==> src/rtl/uart_pkg.sv <==
// Shared types and constants for the buffered UART transmit path.
package uart_pkg;

  localparam int UART_DATA_BITS  = 8;
  localparam int UART_FRAME_BITS = 10;

  typedef enum logic [1:0] {
    IDLE,
    START,
    DATA,
    STOP
  } uart_tx_state_t;

endpackage

==> src/rtl/uart_tx_fifo_if.sv <==
// CPU-side write/status bus of the UART transmit FIFO.
interface uart_tx_fifo_if
  import uart_pkg::*;
#(
  parameter int DEPTH = 8
);

  logic                      wr_en;
  logic [UART_DATA_BITS-1:0] wr_data;
  logic                      clr_overflow;
  logic                      full;
  logic                      empty;
  logic [$clog2(DEPTH):0]    level;
  logic                      overflow;

  modport master (
    output wr_en, wr_data, clr_overflow,
    input  full, empty, level, overflow
  );

  modport slave (
    input  wr_en, wr_data, clr_overflow,
    output full, empty, level, overflow
  );

endinterface

==> src/rtl/sync_fifo.sv <==
// Single-clock show-ahead FIFO: rd_data always presents the head entry.
module sync_fifo #(
  parameter int DEPTH = 8,
  parameter int WIDTH = 8
) (
  input  logic                     clk,
  input  logic                     rst_n,
  input  logic                     wr_en,
  input  logic [WIDTH-1:0]         wr_data,
  input  logic                     rd_en,
  output logic [WIDTH-1:0]         rd_data,
  output logic                     full,
  output logic                     empty,
  output logic [$clog2(DEPTH):0]   level
);

  localparam int AW = $clog2(DEPTH);

  logic [WIDTH-1:0] mem [DEPTH];
  logic [AW-1:0]    wr_ptr_reg;
  logic [AW-1:0]    rd_ptr_reg;
  logic [AW:0]      level_reg;
  logic             wr_ok;
  logic             rd_ok;

  // A write while full is dropped even if a pop happens in the same cycle.
  assign wr_ok = wr_en && !full;
  assign rd_ok = rd_en && !empty;

  always_ff @(posedge clk) begin
    if (wr_ok) begin
      mem[wr_ptr_reg] <= wr_data;
    end
  end

  always_ff @(posedge clk or negedge rst_n) begin
    if (!rst_n) begin
      wr_ptr_reg <= '0;
      rd_ptr_reg <= '0;
      level_reg  <= '0;
    end else begin
      if (wr_ok) begin
        wr_ptr_reg <= wr_ptr_reg + AW'(1);
      end
      if (rd_ok) begin
        rd_ptr_reg <= rd_ptr_reg + AW'(1);
      end
      case ({wr_ok, rd_ok})
        2'b10:   level_reg <= level_reg + (AW+1)'(1);
        2'b01:   level_reg <= level_reg - (AW+1)'(1);
        default: level_reg <= level_reg;
      endcase
    end
  end

  assign rd_data = mem[rd_ptr_reg];
  assign full    = (level_reg == (AW+1)'(DEPTH));
  assign empty   = (level_reg == '0);
  assign level   = level_reg;

endmodule

==> src/rtl/uart_tx_fifo.sv <==
// Buffered 8N1 UART transmitter: byte FIFO drained by a serializer running at a
// per-frame baud period (clocks per bit).
module uart_tx_fifo
  import uart_pkg::*;
#(
  parameter int DEPTH  = 8,
  parameter int BAUD_W = 32
) (
  input  logic              clk,
  input  logic              rst_n,
  input  logic [BAUD_W-1:0] baud_period,
  uart_tx_fifo_if.slave     bus,
  output logic              busy,
  output logic              tx_done,
  output logic              TX
);

  localparam int                IDX_W    = $clog2(UART_DATA_BITS);
  localparam logic [IDX_W-1:0]  LAST_BIT = IDX_W'(UART_DATA_BITS - 1);

  uart_tx_state_t            state_reg, state_next;
  logic [UART_DATA_BITS-1:0] shift_reg, shift_next;
  logic [UART_DATA_BITS-1:0] fifo_rd_data;
  logic [BAUD_W-1:0]         bp_reg, bp_next;
  logic [BAUD_W-1:0]         cnt_reg, cnt_next;
  logic [BAUD_W-1:0]         bp_sel;
  logic [IDX_W-1:0]          bit_idx_reg, bit_idx_next;
  logic                      tx_reg, tx_next;
  logic                      overflow_reg;
  logic                      bit_end;
  logic                      load;
  logic                      pop;

  sync_fifo #(
    .DEPTH (DEPTH),
    .WIDTH (UART_DATA_BITS)
  ) u_fifo (
    .clk     (clk),
    .rst_n   (rst_n),
    .wr_en   (bus.wr_en),
    .wr_data (bus.wr_data),
    .rd_en   (pop),
    .rd_data (fifo_rd_data),
    .full    (bus.full),
    .empty   (bus.empty),
    .level   (bus.level)
  );

  // Dropped write beats a simultaneous clear.
  always_ff @(posedge clk or negedge rst_n) begin
    if (!rst_n) begin
      overflow_reg <= 1'b0;
    end else if (bus.wr_en && bus.full) begin
      overflow_reg <= 1'b1;
    end else if (bus.clr_overflow) begin
      overflow_reg <= 1'b0;
    end
  end

  assign bus.overflow = overflow_reg;

  assign bp_sel  = (baud_period == '0) ? BAUD_W'(1) : baud_period;
  assign bit_end = (cnt_reg == bp_reg - BAUD_W'(1));

  always_ff @(posedge clk or negedge rst_n) begin
    if (!rst_n) begin
      state_reg   <= IDLE;
      shift_reg   <= '0;
      bp_reg      <= BAUD_W'(1);
      cnt_reg     <= '0;
      bit_idx_reg <= '0;
      tx_reg      <= 1'b1;
    end else begin
      state_reg   <= state_next;
      shift_reg   <= shift_next;
      bp_reg      <= bp_next;
      cnt_reg     <= cnt_next;
      bit_idx_reg <= bit_idx_next;
      tx_reg      <= tx_next;
    end
  end

  always_comb begin
    state_next   = state_reg;
    shift_next   = shift_reg;
    bp_next      = bp_reg;
    cnt_next     = cnt_reg;
    bit_idx_next = bit_idx_reg;
    load         = 1'b0;
    tx_done      = 1'b0;
    tx_next      = 1'b1;

    case (state_reg)
      IDLE: begin
        load = !bus.empty;
      end
      START: begin
        if (bit_end) begin
          cnt_next     = '0;
          bit_idx_next = '0;
          state_next   = DATA;
        end else begin
          cnt_next = cnt_reg + BAUD_W'(1);
        end
      end
      DATA: begin
        if (bit_end) begin
          cnt_next   = '0;
          shift_next = shift_reg >> 1;
          if (bit_idx_reg == LAST_BIT) begin
            state_next = STOP;
          end else begin
            bit_idx_next = bit_idx_reg + IDX_W'(1);
          end
        end else begin
          cnt_next = cnt_reg + BAUD_W'(1);
        end
      end
      STOP: begin
        if (bit_end) begin
          tx_done    = 1'b1;
          cnt_next   = '0;
          state_next = IDLE;
          load       = !bus.empty;
        end else begin
          cnt_next = cnt_reg + BAUD_W'(1);
        end
      end
      default: state_next = IDLE;
    endcase

    // Popping the next byte overrides the IDLE return so frames run gap-free.
    if (load) begin
      shift_next = fifo_rd_data;
      bp_next    = bp_sel;
      cnt_next   = '0;
      state_next = START;
    end

    // TX is registered, so it is derived from where the FSM is going.
    case (state_next)
      START:   tx_next = 1'b0;
      DATA:    tx_next = shift_next[0];
      default: tx_next = 1'b1;
    endcase
  end

  assign pop  = load;
  assign busy = (state_reg != IDLE);
  assign TX   = tx_reg;

endmodule

==> src/flat_wrapper.sv <==
// flat-port wrapper written by rule: the top's interface ports become plain ports
module uart_tx_fifo_flat import uart_pkg::*;
#(
  parameter int DEPTH  = 8,
  parameter int BAUD_W = 32
)
  (clk, rst_n, baud_period, busy, tx_done, TX, bus_wr_en, bus_wr_data, bus_clr_overflow, bus_full, bus_empty, bus_level, bus_overflow);
  uart_tx_fifo_if #(.DEPTH(DEPTH)) bus_i ();
  input  logic clk;
  input  logic rst_n;
  input  logic [BAUD_W-1:0] baud_period;
  output logic busy;
  output logic tx_done;
  output logic TX;
  input wire logic [$bits(bus_i.wr_en)-1:0] bus_wr_en;
  input wire logic [$bits(bus_i.wr_data)-1:0] bus_wr_data;
  input wire logic [$bits(bus_i.clr_overflow)-1:0] bus_clr_overflow;
  output wire logic [$bits(bus_i.full)-1:0] bus_full;
  output wire logic [$bits(bus_i.empty)-1:0] bus_empty;
  output wire logic [$bits(bus_i.level)-1:0] bus_level;
  output wire logic [$bits(bus_i.overflow)-1:0] bus_overflow;
  assign bus_i.wr_en = bus_wr_en;
  assign bus_i.wr_data = bus_wr_data;
  assign bus_i.clr_overflow = bus_clr_overflow;
  assign bus_full = bus_i.full;
  assign bus_empty = bus_i.empty;
  assign bus_level = bus_i.level;
  assign bus_overflow = bus_i.overflow;
  uart_tx_fifo #(.DEPTH(DEPTH), .BAUD_W(BAUD_W)) u_core (.clk(clk), .rst_n(rst_n), .baud_period(baud_period), .bus(bus_i), .busy(busy), .tx_done(tx_done), .TX(TX));
endmodule
==> config.mk <==
export PLATFORM = sky130hd
export DESIGN_NAME = uart_tx_fifo_flat
export DESIGN_NICKNAME = d
export VERILOG_FILES = /design/src/rtl/uart_pkg.sv /design/src/rtl/uart_tx_fifo_if.sv /design/src/rtl/sync_fifo.sv /design/src/rtl/uart_tx_fifo.sv /design/src/flat_wrapper.sv
export SDC_FILE = /design/constraint.sdc
export NUM_CORES = 1
export LEC_CHECK = 0
export ABC_AREA = 1
export CAP_MARGIN = 20
export CORE_AREA = 2 2 124 126
export CTS_CLUSTER_SIZE = 12
export DETAILED_ROUTE_END_ITERATION = 10
export DIE_AREA = 0 0 126 128
export PLACE_DENSITY = 0.83
export SYNTH_ARGS = -nofsm -noshare
export SYNTH_HDL_FRONTEND = slang
export SYNTH_SLANG_ARGS = --single-unit
==> constraint.sdc <==
create_clock -name clk -period 8.7 [get_ports clk]
set_input_delay 1.305 -clock clk [delete_from_list [all_inputs] [get_ports clk]]
set_output_delay 1.305 -clock clk [all_outputs]
set_load 0.02 [all_outputs]
==> flow_metrics.env, run 1 <==
export IMPL_status="complete, no violations"
export IMPL_wire_length_of_the_first_global_routing_pass_mm=37.8
export IMPL_synth_xor_area_share_pct=5.53
export IMPL_clockBufferDepth=2
export IMPL_post_drt_via_cell_ratio=5.80
export IMPL_synth_warnings=0
export IMPL_yosys_area_share_simple_pct=29.7
export IMPL_fin_crit_sh_pct=52.6
export IMPL_count_of_h_tree_levels_built_during_cts=4
export IMPL_worst_slew_pin_transition_ps=980
export IMPL_drcViolationCount=0
export IMPL_insertedDiodeCount=0
export IMPL_critical_setup_path_class="register to output pin"
export IMPL_placement_cell_area_um2=9330
export IMPL_post_cts_setup_buffer_count=0
export IMPL_port_buffers=53
export IMPL_leakage_nw=4.16
export IMPL_grt_max_degree=57
export IMPL_worst_path_max_fanout=4
export IMPL_initial_util_pct=58.6
export IMPL_slowest_delay_ps=610
export IMPL_power_density_nw_per_um2=192
export IMPL_wp_data_required_ps=7390
export IMPL_layout_min_cycle_time_ps=4580
export IMPL_tritoncts_num_buffers=17
export IMPL_die_area_um2=16100
export IMPL_met3_wirelength_mm=1.67
export IMPL_register_bit_count_reported_by_yosys=153
export IMPL_wl_per_cell_um=17.7
export IMPL_syn_cell_area_um2=8700
export IMPL_met2_length_mm=10.6
export IMPL_wire_length_on_met1_mm=10.5
export IMPL_detailroute_via_count=7704
export IMPL_fmax_ghz=0.218
export IMPL_largest_register_ffs=64
export IMPL_drtPass1Iterations=5
export IMPL_final_setup_viol_count=0
export IMPL_syn_area_per_cell_um2=8.07
export IMPL_cts_root_buffer="sky130_fd_sc_hd__clkbuf_16"
export IMPL_grt_antenna_before_repair=0
export IMPL_top_signal_layer_used="met4"
export IMPL_timing_slew_headroom_pct=34.6
export IMPL_cp_start_kind="register"
export IMPL_post_synth_inst_count=1079
export IMPL_critPathCaptureType="output pin"
export IMPL_worst_skew_pair_late_latency_ps=430
export IMPL_fp_coreArea_um2=14900
export IMPL_skew_ps=11.0
export IMPL_slew_viol_final=0
export IMPL_synth_ff_type="sky130_fd_sc_hd__dfrtp_1"
export IMPL_first_global_vias=7399
export IMPL_maxCapViolCount=0
export IMPL_finalWorstSetupSlack_ps=4120
export IMPL_gr_total_overflow=0
export IMPL_count_of_instances_resized_after_the_clock_tree_is_built=0
export IMPL_placement_setup_worst_slack_ps=4630
export IMPL_cts_hold_fix_buffers=0
export IMPL_layout_drive_gt1_share_pct=6.93
export IMPL_ant_nets=0
export IMPL_finalSetupTns_ps=0
export IMPL_cts_reportedPaths_clkPinSlew_ps=70
export IMPL_io_pins=54
export IMPL_gr_usage_all_layers_pct=30.3
export IMPL_std_cell_rows=45
export IMPL_ir_worst_vdd_uv=188
export IMPL_synth_sequential_area_ratio_pct=47.7
export IMPL_floorplan_die_height_um=128
export IMPL_detail_route_iter0_violations=886
export IMPL_crit_path_cell_trace="nor2_1, nand2_1, nor2_1, inv_1, nor2_2, nand2_1, nand2_1, nand3_1, nor2_1, nand2_1, nor2_2, nand2_2, nor2_1, clkdlybuf4s50_1"
export IMPL_synth_mux_area_share_pct=0
export IMPL_area_growth_pct=14.0
export IMPL_yosysUniqueCellTypes=44
export IMPL_hp_class="register to register"
export IMPL_synthesized_area_fraction_occupied_by_ao_oa_aoi_and_oai_cells_pct=9.00
export IMPL_routabilityCongestion=0.977
export IMPL_cts_tree="built"
export IMPL_synth_top_family_by_area="simple AND/OR/NAND/NOR gates"
export IMPL_critical_path_arrival_ps=3270
export IMPL_async_flop_share_pct=58.2
export IMPL_detail_route_wirelength_mm=23.5
export IMPL_fraction_of_the_mapped_netlist_area_in_adder_cells_pct=2.01
export IMPL_finalHoldViolCount=0
export IMPL_synth_enable_flop_cells=64
export IMPL_tightest_hold_margin_ps=495
export IMPL_hpwlAfterDp_mm=16.8
export IMPL_grt_setup_unrepaired="no"
export IMPL_critical_path_slowest_cell="sky130_fd_sc_hd__clkdlybuf4s50_1"
export IMPL_layout_nets=1185
export IMPL_postSynthNetCount=1137
export IMPL_finalInstanceArea_um2=9920
export IMPL_clkSinkCount=153
export IMPL_die_width_um=126
## kinds of logic after synthesis
logic type                 count (synthesis)
and+or+nand+nor                          599
buffers and inverters                    123
adders and majority gates                 14
xor gates and xnor gates                  55
DFF                                      153
AOI/OAI and AO/OA                        135
## per-stage QoR
stage | util [%] | instances | total power [mW]
6_report | 66.8 | 1328 | 1.91
5_1_grt | 66.8 | 1328 | 1.98
4_1_cts | 66.8 | 1328 | 1.91
3_5_place_dp | 62.7 | 1296 | 1.18
3_3_place_gp | 62.7 | 1296 | 1.17
2_1_floorplan | - | 1079 | 1.06
## where the power goes
group          leakage (nW)  internal [mW]  total, mW  switching (mW)
clock network         0.290          0.384      0.730           0.345
logic                  2.18          0.111      0.286           0.175
registers              1.69          0.833      0.889          0.0564
total                  4.16           1.33       1.91           0.577
## final cells by class
class,count,area [um^2]
fill,1244,4940
sequential,153,4150
multi-input combinational,803,4020
timing repair buffer,56,551
clock buffer,17,425
inverter,96,365
tap,188,235
clock inverter,15,173
## critical path: cells and delay by family (launching register included)
family	cells	cell delay, ps
DFF	1	410
buffers and inverters	2	690
and+or+nand+nor	12	1740
## synthesized netlist by cell type, types with 3 or more instances
master                       n  area (um^2)
sky130_fd_sc_hd__a21oi_1    16         80.1
sky130_fd_sc_hd__a32o_1      3         30.0
sky130_fd_sc_hd__and3_1      3         18.8
sky130_fd_sc_hd__buf_2       4         20.0
sky130_fd_sc_hd__buf_6       7         78.8
sky130_fd_sc_hd__clkbuf_1   14         52.6
sky130_fd_sc_hd__dfrtp_1    87         2180
sky130_fd_sc_hd__edfxtp_1   64         1920
sky130_fd_sc_hd__ha_1       14          175
sky130_fd_sc_hd__inv_1      92          345
sky130_fd_sc_hd__inv_2       3         11.3
sky130_fd_sc_hd__nand2_1   297         1110
sky130_fd_sc_hd__nand2_2     9         56.3
sky130_fd_sc_hd__nand2_4     3         33.8
sky130_fd_sc_hd__nand3_1    54          270
sky130_fd_sc_hd__nand3b_1    6         45.0
sky130_fd_sc_hd__nand4_1    17          106
sky130_fd_sc_hd__nor2_1    165          619
sky130_fd_sc_hd__nor2_2     10         62.6
sky130_fd_sc_hd__nor2_4      4         45.0
sky130_fd_sc_hd__nor3_1     10         50.1
sky130_fd_sc_hd__nor4_1     12         75.1
sky130_fd_sc_hd__o211ai_2    4         50.1
sky130_fd_sc_hd__o21ai_0    64          320
sky130_fd_sc_hd__o21ai_1    18         90.1
sky130_fd_sc_hd__o21bai_1    5         37.5
sky130_fd_sc_hd__o221ai_1    4         35.0
sky130_fd_sc_hd__o22ai_1    14         87.6
sky130_fd_sc_hd__or2_2       3         18.8
sky130_fd_sc_hd__xnor2_1    13          114
sky130_fd_sc_hd__xor2_1     42          368
## final timing paths
| path | slack (ps) | start | depth (start not counted) | end |
|---|---|---|---|---|
| max in group asynchronous | 6780 | rst_n | 2 | u_core.bit_idx_reg[2]$_DFFE_PN0P_ |
| setup / recovery | 4120 | u_core.bp_reg[15]$_DFFE_PN0N_ | 14 | tx_done |
| hold / removal | 500 | u_core.bit_idx_reg[2]$_DFFE_PN0P_ | 2 | u_core.bit_idx_reg[2]$_DFFE_PN0P_ |
| setup reg to reg | 4670 | u_core.bp_reg[15]$_DFFE_PN0N_ | 23 | u_core.u_fifo.level[2]$_DFFE_PN0P_ |
| hold reg to reg | 500 | u_core.bit_idx_reg[2]$_DFFE_PN0P_ | 2 | u_core.bit_idx_reg[2]$_DFFE_PN0P_ |
| min in group asynchronous | 830 | rst_n | 1 | u_core.cnt_reg[6]$_DFFE_PN0P_ |
## cell usage in the layout (no fill, tap or decap), types with 18 or more instances in the layout
master                            instances
sky130_fd_sc_hd__dfrtp_1                 87
sky130_fd_sc_hd__nand2_1                297
sky130_fd_sc_hd__nand3_1                 54
sky130_fd_sc_hd__xor2_1                  42
sky130_fd_sc_hd__inv_1                   92
sky130_fd_sc_hd__o21ai_1                 18
sky130_fd_sc_hd__o21ai_0                 64
sky130_fd_sc_hd__clkdlybuf4s50_1         52
sky130_fd_sc_hd__edfxtp_1                64
sky130_fd_sc_hd__nor2_1                 165
## layer usage
layer  GRT usage (%)  up-vias
met5               0        -
met4            11.2        0
met3            5.26       57
met2            47.4      336
met1            42.7     3666
li1                -     3645
(Power assumes the default switching activity.)
==> run 2, diff against run 1 <==
--- a/config.mk
+++ b/config.mk
@@ -7,11 +7,11 @@
 export LEC_CHECK = 0
 export ABC_AREA = 1
 export CAP_MARGIN = 20
-export CORE_AREA = 2 2 124 126
+export CORE_AREA = 2 2 130 132
 export CTS_CLUSTER_SIZE = 12
 export DETAILED_ROUTE_END_ITERATION = 10
-export DIE_AREA = 0 0 126 128
-export PLACE_DENSITY = 0.83
+export DIE_AREA = 0 0 132 134
+export PLACE_DENSITY = 0.8
 export SYNTH_ARGS = -nofsm -noshare
 export SYNTH_HDL_FRONTEND = slang
 export SYNTH_SLANG_ARGS = --single-unit
==> constraint.sdc (replaced) <==
create_clock -name clk -period 4.05 [get_ports clk]
set_input_delay 0.6075 -clock clk [delete_from_list [all_inputs] [get_ports clk]]
set_output_delay 0.6075 -clock clk [all_outputs]
set_load 0.02 [all_outputs]
==> run 2 against run 1 <==
Non-clock buffer count increased by 3. Die area rose by 9.7%. Count of clock-buffer cells in the layout unchanged. Worst setup slack worse by 3600 ps. First-iteration DRC count shrank 21%. Register-to-register slack worse by 4000 ps. Clock skew increased by 1.3 ps. Global-route usage down 3.4 points.
==> flow_metrics.env, run 2 (synthesis results as in run 1) <==
export IMPL_critPathLaunch="u_core.bp_reg[1]$_DFFE_PN0N_"
export IMPL_timing_slew_headroom_pct=33.7
export IMPL_grt_setup_unrepaired="no"
export IMPL_skew_ps=12.4
export IMPL_wp_data_required_ps=3440
export IMPL_critical_path_slowest_cell="sky130_fd_sc_hd__dfrtp_1"
export IMPL_layout_drive_gt1_share_pct=7.17
export IMPL_reg2reg_from="u_core.bp_reg[0]$_DFFE_PN1N_"
export IMPL_cts_tree="built"
export IMPL_layout_min_cycle_time_ps=3540
export IMPL_std_cell_rows=47
export IMPL_most_common_cell_after_layout_fill_and_taps_aside="sky130_fd_sc_hd__nand2_1"
export IMPL_initial_util_pct=53.4
export IMPL_status="complete, no violations"
export IMPL_detail_route_wirelength_mm=22.6
export IMPL_io_pins=54
export IMPL_crit_top_cell="sky130_fd_sc_hd__nor2_1"
export IMPL_floorplan_die_height_um=134
export IMPL_critical_setup_path_class="register to output pin"
export IMPL_worst_path_max_fanout=6
export IMPL_detailroute_via_count=7458
export IMPL_layout_area_seq_um2=4150
export IMPL_die_area_um2=17700
export IMPL_ir_worst_vdd_uv=373
export IMPL_power_density_nw_per_um2=416
export IMPL_tritoncts_num_buffers=17
export IMPL_clkSinkCount=153
export IMPL_wl_per_cell_um=16.6
export IMPL_final_util_pct=61.5
export IMPL_grt_max_degree=65
export IMPL_hp_class="input pin to async pin"
export IMPL_layout_nets=1188
export IMPL_final_setup_viol_count=0
export IMPL_post_drt_via_cell_ratio=5.47
export IMPL_port_buffers=53
export IMPL_crit_path_cell_trace="inv_1, ha_1, nand3_2, nor2_4, nand2_2, nor2_1, nor2_1, nor2_1, nand2_1, nor2_1, nand2_1, nor2_2, nand2_2, nor2_1, dlymetal6s2s_1"
export IMPL_drcViolationCount=0
export IMPL_fmax_ghz=0.282
export IMPL_fp_coreArea_um2=16300
export IMPL_drtPass1Iterations=5
export IMPL_ant_nets=0
export IMPL_largest_register_ffs=64
export IMPL_wire_length_of_the_first_global_routing_pass_mm=37.1
export IMPL_detail_route_iter0_violations=702
export IMPL_top_library_cells_by_usage_in_the_layout_fill_and_taps_aside="sky130_fd_sc_hd__nand2_1 (297), sky130_fd_sc_hd__nor2_1 (165), sky130_fd_sc_hd__inv_1 (92)"
export IMPL_routabilityCongestion=0.972
export IMPL_critPathCaptureType="output pin"
export IMPL_gr_usage_all_layers_pct=26.9
export IMPL_fin_crit_sh_pct=87.5
export IMPL_cts_hold_fix_buffers=0
export IMPL_die_width_um=132
export IMPL_multi_input_comb_area_um2=4020
export IMPL_grt_antenna_before_repair=0
export IMPL_rr_worst_depth=22
export IMPL_first_global_vias=7172
export IMPL_cp_start_kind="register"
export IMPL_finalHoldViolCount=0
export IMPL_area_growth_pct=15.1
export IMPL_finalSetupTns_ps=0
export IMPL_slowest_delay_ps=370
export IMPL_maxCapViolCount=0
export IMPL_overall_power_after_layout_mw=4.17
export IMPL_worst_skew_pair_late_latency_ps=440
export IMPL_insertedDiodeCount=0
export IMPL_slew_viol_final=0
export IMPL_non_filler_instance_count_after_layout=1363
export IMPL_worst_slew_pin_transition_ps=991
export IMPL_layout_filler_cells=1433
export IMPL_leakage_nw=4.21
export IMPL_dp_cells=1331
export IMPL_cts_reportedPaths_clkPinSlew_ps=70
export IMPL_count_of_h_tree_levels_built_during_cts=4
export IMPL_cts_root_buffer="sky130_fd_sc_hd__clkbuf_16"
export IMPL_gr_total_overflow=0
export IMPL_hpwlAfterDp_mm=16.6
export IMPL_critical_path_arrival_ps=2930
export IMPL_clockBufferDepth=2
==> run 2: cell type report <==
cell class | instances | share of cell area [%]
tap | 220 | 2.75
sequential | 153 | 41.5
timing repair buffer | 59 | 5.75
multi-input combinational | 803 | 40.2
clock inverter | 15 | 1.96
clock buffer | 17 | 4.25
inverter | 96 | 3.65
==> run 2: layer usage <==
layer	vias up	part of all wire (%)	GRT usage, %
li1	3663	-	-
met1	3486	46	37.9
met2	264	45	41.7
met3	45	6.3	4.46
met4	0	2.8	10.8
met5	-	0	0
==> run 2: repair_timing <==
| item | in CTS | in global routing |
|---|---|---|
| endpoints found under the setup margin | 0 | 1 |
| setup buffers | 0 | 0 |
| resized for setup | 0 | 1 |
==> run 2: worst max-delay path: cells and delay by family (launching register included) <==
kind                     cells  cell delay [ps]
adder cells (fa/ha/maj)      1              200
flip-flops                   1              370
AND/OR/NAND/NOR             12             1600
buffers and inverters        2              320
==> run 2: final timing paths <==
path	end	slack [ps]
worst max-delay path	tx_done	510
worst max register to register	u_core.u_fifo.level[2]$_DFFE_PN0P_	630
max in group asynchronous	u_core.cnt_reg[19]$_DFFE_PN0P_	2940
worst min-delay path	u_core.cnt_reg[8]$_DFFE_PN0P_	270
worst min register to register	u_core.bit_idx_reg[2]$_DFFE_PN0P_	500
min in group clk	u_core.bit_idx_reg[2]$_DFFE_PN0P_	500
==> run 2: where the power goes <==
group / total (mW) / switching, mW / internal (mW)
clock: 1.66 / 0.797 / 0.858
sequential: 1.91 / 0.118 / 1.79
combinational: 0.604 / 0.365 / 0.239
total: 4.17 / 1.28 / 2.88
==> run 2: per-stage QoR <==
| step | hold slack, ps | cell area [um^2] | setup slack (ps) |
|---|---|---|---|
| 6_report | 274 | 10000 | 508 |
| 5_1_grt | 346 | 10000 | 186 |
| 4_1_cts | 304 | 10000 | 130 |
| 3_5_place_dp | 486 | 9390 | 599 |
| 3_3_place_gp | 473 | 9390 | 617 |
| 2_1_floorplan | 312 | 8700 | 941 |
==> run 3, diff against run 2 <==
--- a/config.mk
+++ b/config.mk
@@ -7,11 +7,11 @@
 export LEC_CHECK = 0
 export ABC_AREA = 1
 export CAP_MARGIN = 20
-export CORE_AREA = 2 2 130 132
+export CORE_AREA = 2 2 151 153
 export CTS_CLUSTER_SIZE = 12
 export DETAILED_ROUTE_END_ITERATION = 10
-export DIE_AREA = 0 0 132 134
-export PLACE_DENSITY = 0.8
+export DIE_AREA = 0 0 153 155
+export PLACE_DENSITY = 0.55
 export SYNTH_ARGS = -nofsm -noshare
 export SYNTH_HDL_FRONTEND = slang
 export SYNTH_SLANG_ARGS = --single-unit
==> run 3 against run 2 <==
Count of clock-buffer cells in the layout unchanged. Global-route usage decreased by 6.0 points. Worst setup slack improved by 31 ps. Combinational power increased by 2%. Sequential power about the same. Clock skew increased by 3.8 ps. First-iteration DRC count decreased by 27%. Critical endpoint unchanged.
==> flow_metrics.env, run 3 (synthesis results as in run 1) <==
export IMPL_status="complete, no violations"
export IMPL_initial_util_pct=39.2
export IMPL_final_util_pct=45.6
export IMPL_worst_slew_pin_transition_ps=931
export IMPL_slew_viol_final=0
export IMPL_largest_register_ffs=64
export IMPL_wp_data_required_ps=3440
export IMPL_drtPass1Iterations=5
export IMPL_finalSetupTns_ps=0
export IMPL_layout_min_cycle_time_ps=3510
export IMPL_io_pins=54
export IMPL_insertedDiodeCount=0
export IMPL_detailroute_via_count=7242
export IMPL_timing_slew_headroom_pct=37.7
export IMPL_most_common_cell_after_layout_fill_and_taps_aside="sky130_fd_sc_hd__nand2_1"
export IMPL_wl_per_cell_um=16.7
export IMPL_critPathCaptureType="output pin"
export IMPL_power_density_nw_per_um2=413
export IMPL_tightest_hold_margin_ps=113
export IMPL_maxCapViolCount=0
export IMPL_fmax_ghz=0.285
export IMPL_clockBufferDepth=2
export IMPL_worst_skew_pair_late_latency_ps=440
export IMPL_layout_nets=1191
export IMPL_wire_length_of_the_first_global_routing_pass_mm=38.7
export IMPL_detail_route_wirelength_mm=23.9
export IMPL_port_buffers=53
export IMPL_gr_total_overflow=0
export IMPL_reg2reg_from="u_core.bp_reg[0]$_DFFE_PN1N_"
export IMPL_die_width_um=153
export IMPL_clkSinkCount=153
export IMPL_post_drt_via_cell_ratio=5.06
export IMPL_detail_route_iter0_violations=511
export IMPL_area_growth_pct=16.5
export IMPL_worst_r2r_endpoint="u_core.u_fifo.level[2]$_DFFE_PN0P_"
export IMPL_first_global_vias=6957
export IMPL_worst_path_max_fanout=4
export IMPL_top_library_cells_by_usage_in_the_layout_fill_and_taps_aside="sky130_fd_sc_hd__nand2_1 (297), sky130_fd_sc_hd__nor2_1 (165), sky130_fd_sc_hd__inv_1 (92)"
export IMPL_critical_path_arrival_ps=2900
export IMPL_count_of_h_tree_levels_built_during_cts=4
export IMPL_grt_setup_unrepaired="no"
export IMPL_skew_ps=16.1
export IMPL_tritoncts_num_buffers=17
export IMPL_floorplan_die_height_um=155
export IMPL_grt_antenna_before_repair=0
export IMPL_hpwlAfterDp_mm=17.7
export IMPL_setup_reg_to_reg_worst_slack_ps=580
export IMPL_cts_reportedPaths_clkPinSlew_ps=70
export IMPL_layout_drive_gt1_share_pct=7.42
export IMPL_hp_class="input pin to async pin"
export IMPL_routabilityCongestion=0.910
export IMPL_fin_crit_sh_pct=86.7
export IMPL_grt_max_degree=75
export IMPL_cts_tree="built"
export IMPL_ir_worst_vdd_uv=320
export IMPL_ant_nets=0
export IMPL_finalHoldViolCount=0
export IMPL_fp_coreArea_um2=22200
export IMPL_overall_power_after_layout_mw=4.19
export IMPL_post_cts_setup_buffer_count=0
export IMPL_cts_root_buffer="sky130_fd_sc_hd__clkbuf_16"
export IMPL_critPathLaunch="u_core.bp_reg[0]$_DFFE_PN1N_"
export IMPL_count_of_instances_resized_after_the_clock_tree_is_built=0
export IMPL_critPathCapture="tx_done"
export IMPL_drcViolationCount=0
export IMPL_cp_start_kind="register"
export IMPL_gr_usage_all_layers_pct=20.9
export IMPL_final_setup_viol_count=0
export IMPL_die_area_um2=23700
export IMPL_critical_setup_path_class="register to output pin"
export IMPL_leakage_nw=4.23
export IMPL_std_cell_rows=55
export IMPL_cts_hold_fix_buffers=0
export IMPL_rr_worst_depth=22
[run 3: cell count changes in the layout (fill, tap and decap cells not counted)]
cell                       before  now
sky130_fd_sc_hd__clkinv_8       3    6
sky130_fd_sc_hd__clkinv_4       0    1
sky130_fd_sc_hd__buf_4          7    9
sky130_fd_sc_hd__inv_6          4    3
sky130_fd_sc_hd__buf_12         0    1
sky130_fd_sc_hd__inv_12         4    3
sky130_fd_sc_hd__inv_8          5    3
[run 3: critical path: stages (launching register included)]
cell,delay (ps)
sky130_fd_sc_hd__dfstp_2,540
sky130_fd_sc_hd__inv_2,50
sky130_fd_sc_hd__ha_1,290
sky130_fd_sc_hd__xnor2_1,120
sky130_fd_sc_hd__nor2_1,180
sky130_fd_sc_hd__nand2_1,70
sky130_fd_sc_hd__nor2_1,120
sky130_fd_sc_hd__nand2_1,70
sky130_fd_sc_hd__nor2_1,80
sky130_fd_sc_hd__nand2_1,60
sky130_fd_sc_hd__nor2_1,130
sky130_fd_sc_hd__nand2_1,80
sky130_fd_sc_hd__nor2_2,180
sky130_fd_sc_hd__nand2_2,120
sky130_fd_sc_hd__nor2_1,130
sky130_fd_sc_hd__dlymetal6s2s_1,240
[run 3: where the power goes]
group | switching [mW] | internal [mW]
logic | 0.371 | 0.243
registers | 0.117 | 1.79
clock network | 0.813 | 0.856
total | 1.30 | 2.89
[run 3: metal layers]
layer  routed length, um  vias to the layer above  global-route usage [%]  part of all wire [%]
met1               11700                     3415                    30.3                    49
met3                 992                       26                    3.20                   4.2
met5                   0                        -                       0                     0
met2               10700                      151                    32.4                    45
li1                    -                     3650                       -                     -
met4                 416                        0                    6.31                   1.7
[run 3: layout make-up]
| type | count | area (um^2) |
|---|---|---|
| Timing Repair Buffer | 62 | 611 |
| Sequential cell | 153 | 4150 |
| Clock buffer | 17 | 425 |
| Fill cell | 2198 | 12100 |
| Multi-Input combinational cell | 803 | 4020 |
| Clock inverter | 15 | 206 |
| Inverter | 96 | 365 |
| Tap cell | 285 | 357 |
[run 3: metrics by stage]
stage | setup WS (ps) | std cells | instance area [um^2]
after floorplan | 941 | 1079 | 8700
after CTS | 131 | 1430 | 10100
after global placement | 618 | 1398 | 9490
after global routing | 212 | 1431 | 10100
final | 539 | 1431 | 10100
after detailed placement | 600 | 1398 | 9490
[run 3: how the worst min path moves through the flow]
stage | from | depth (start not counted) | slack [ps] | to
after floorplan | rst_n | 0 | 310 | u_core.bit_idx_reg[0]$_DFFE_PN0P_
after global placement | u_core.bit_idx_reg[1]$_DFFE_PN0P_ | 2 | 480 | u_core.bit_idx_reg[1]$_DFFE_PN0P_
after detailed placement | u_core.bit_idx_reg[2]$_DFFE_PN0P_ | 2 | 490 | u_core.bit_idx_reg[2]$_DFFE_PN0P_
after CTS | rst_n | 1 | 370 | u_core.cnt_reg[6]$_DFFE_PN0P_
after global routing | rst_n | 1 | 150 | u_core.cnt_reg[5]$_DFFE_PN0P_
final | rst_n | 1 | 110 | u_core.cnt_reg[5]$_DFFE_PN0P_
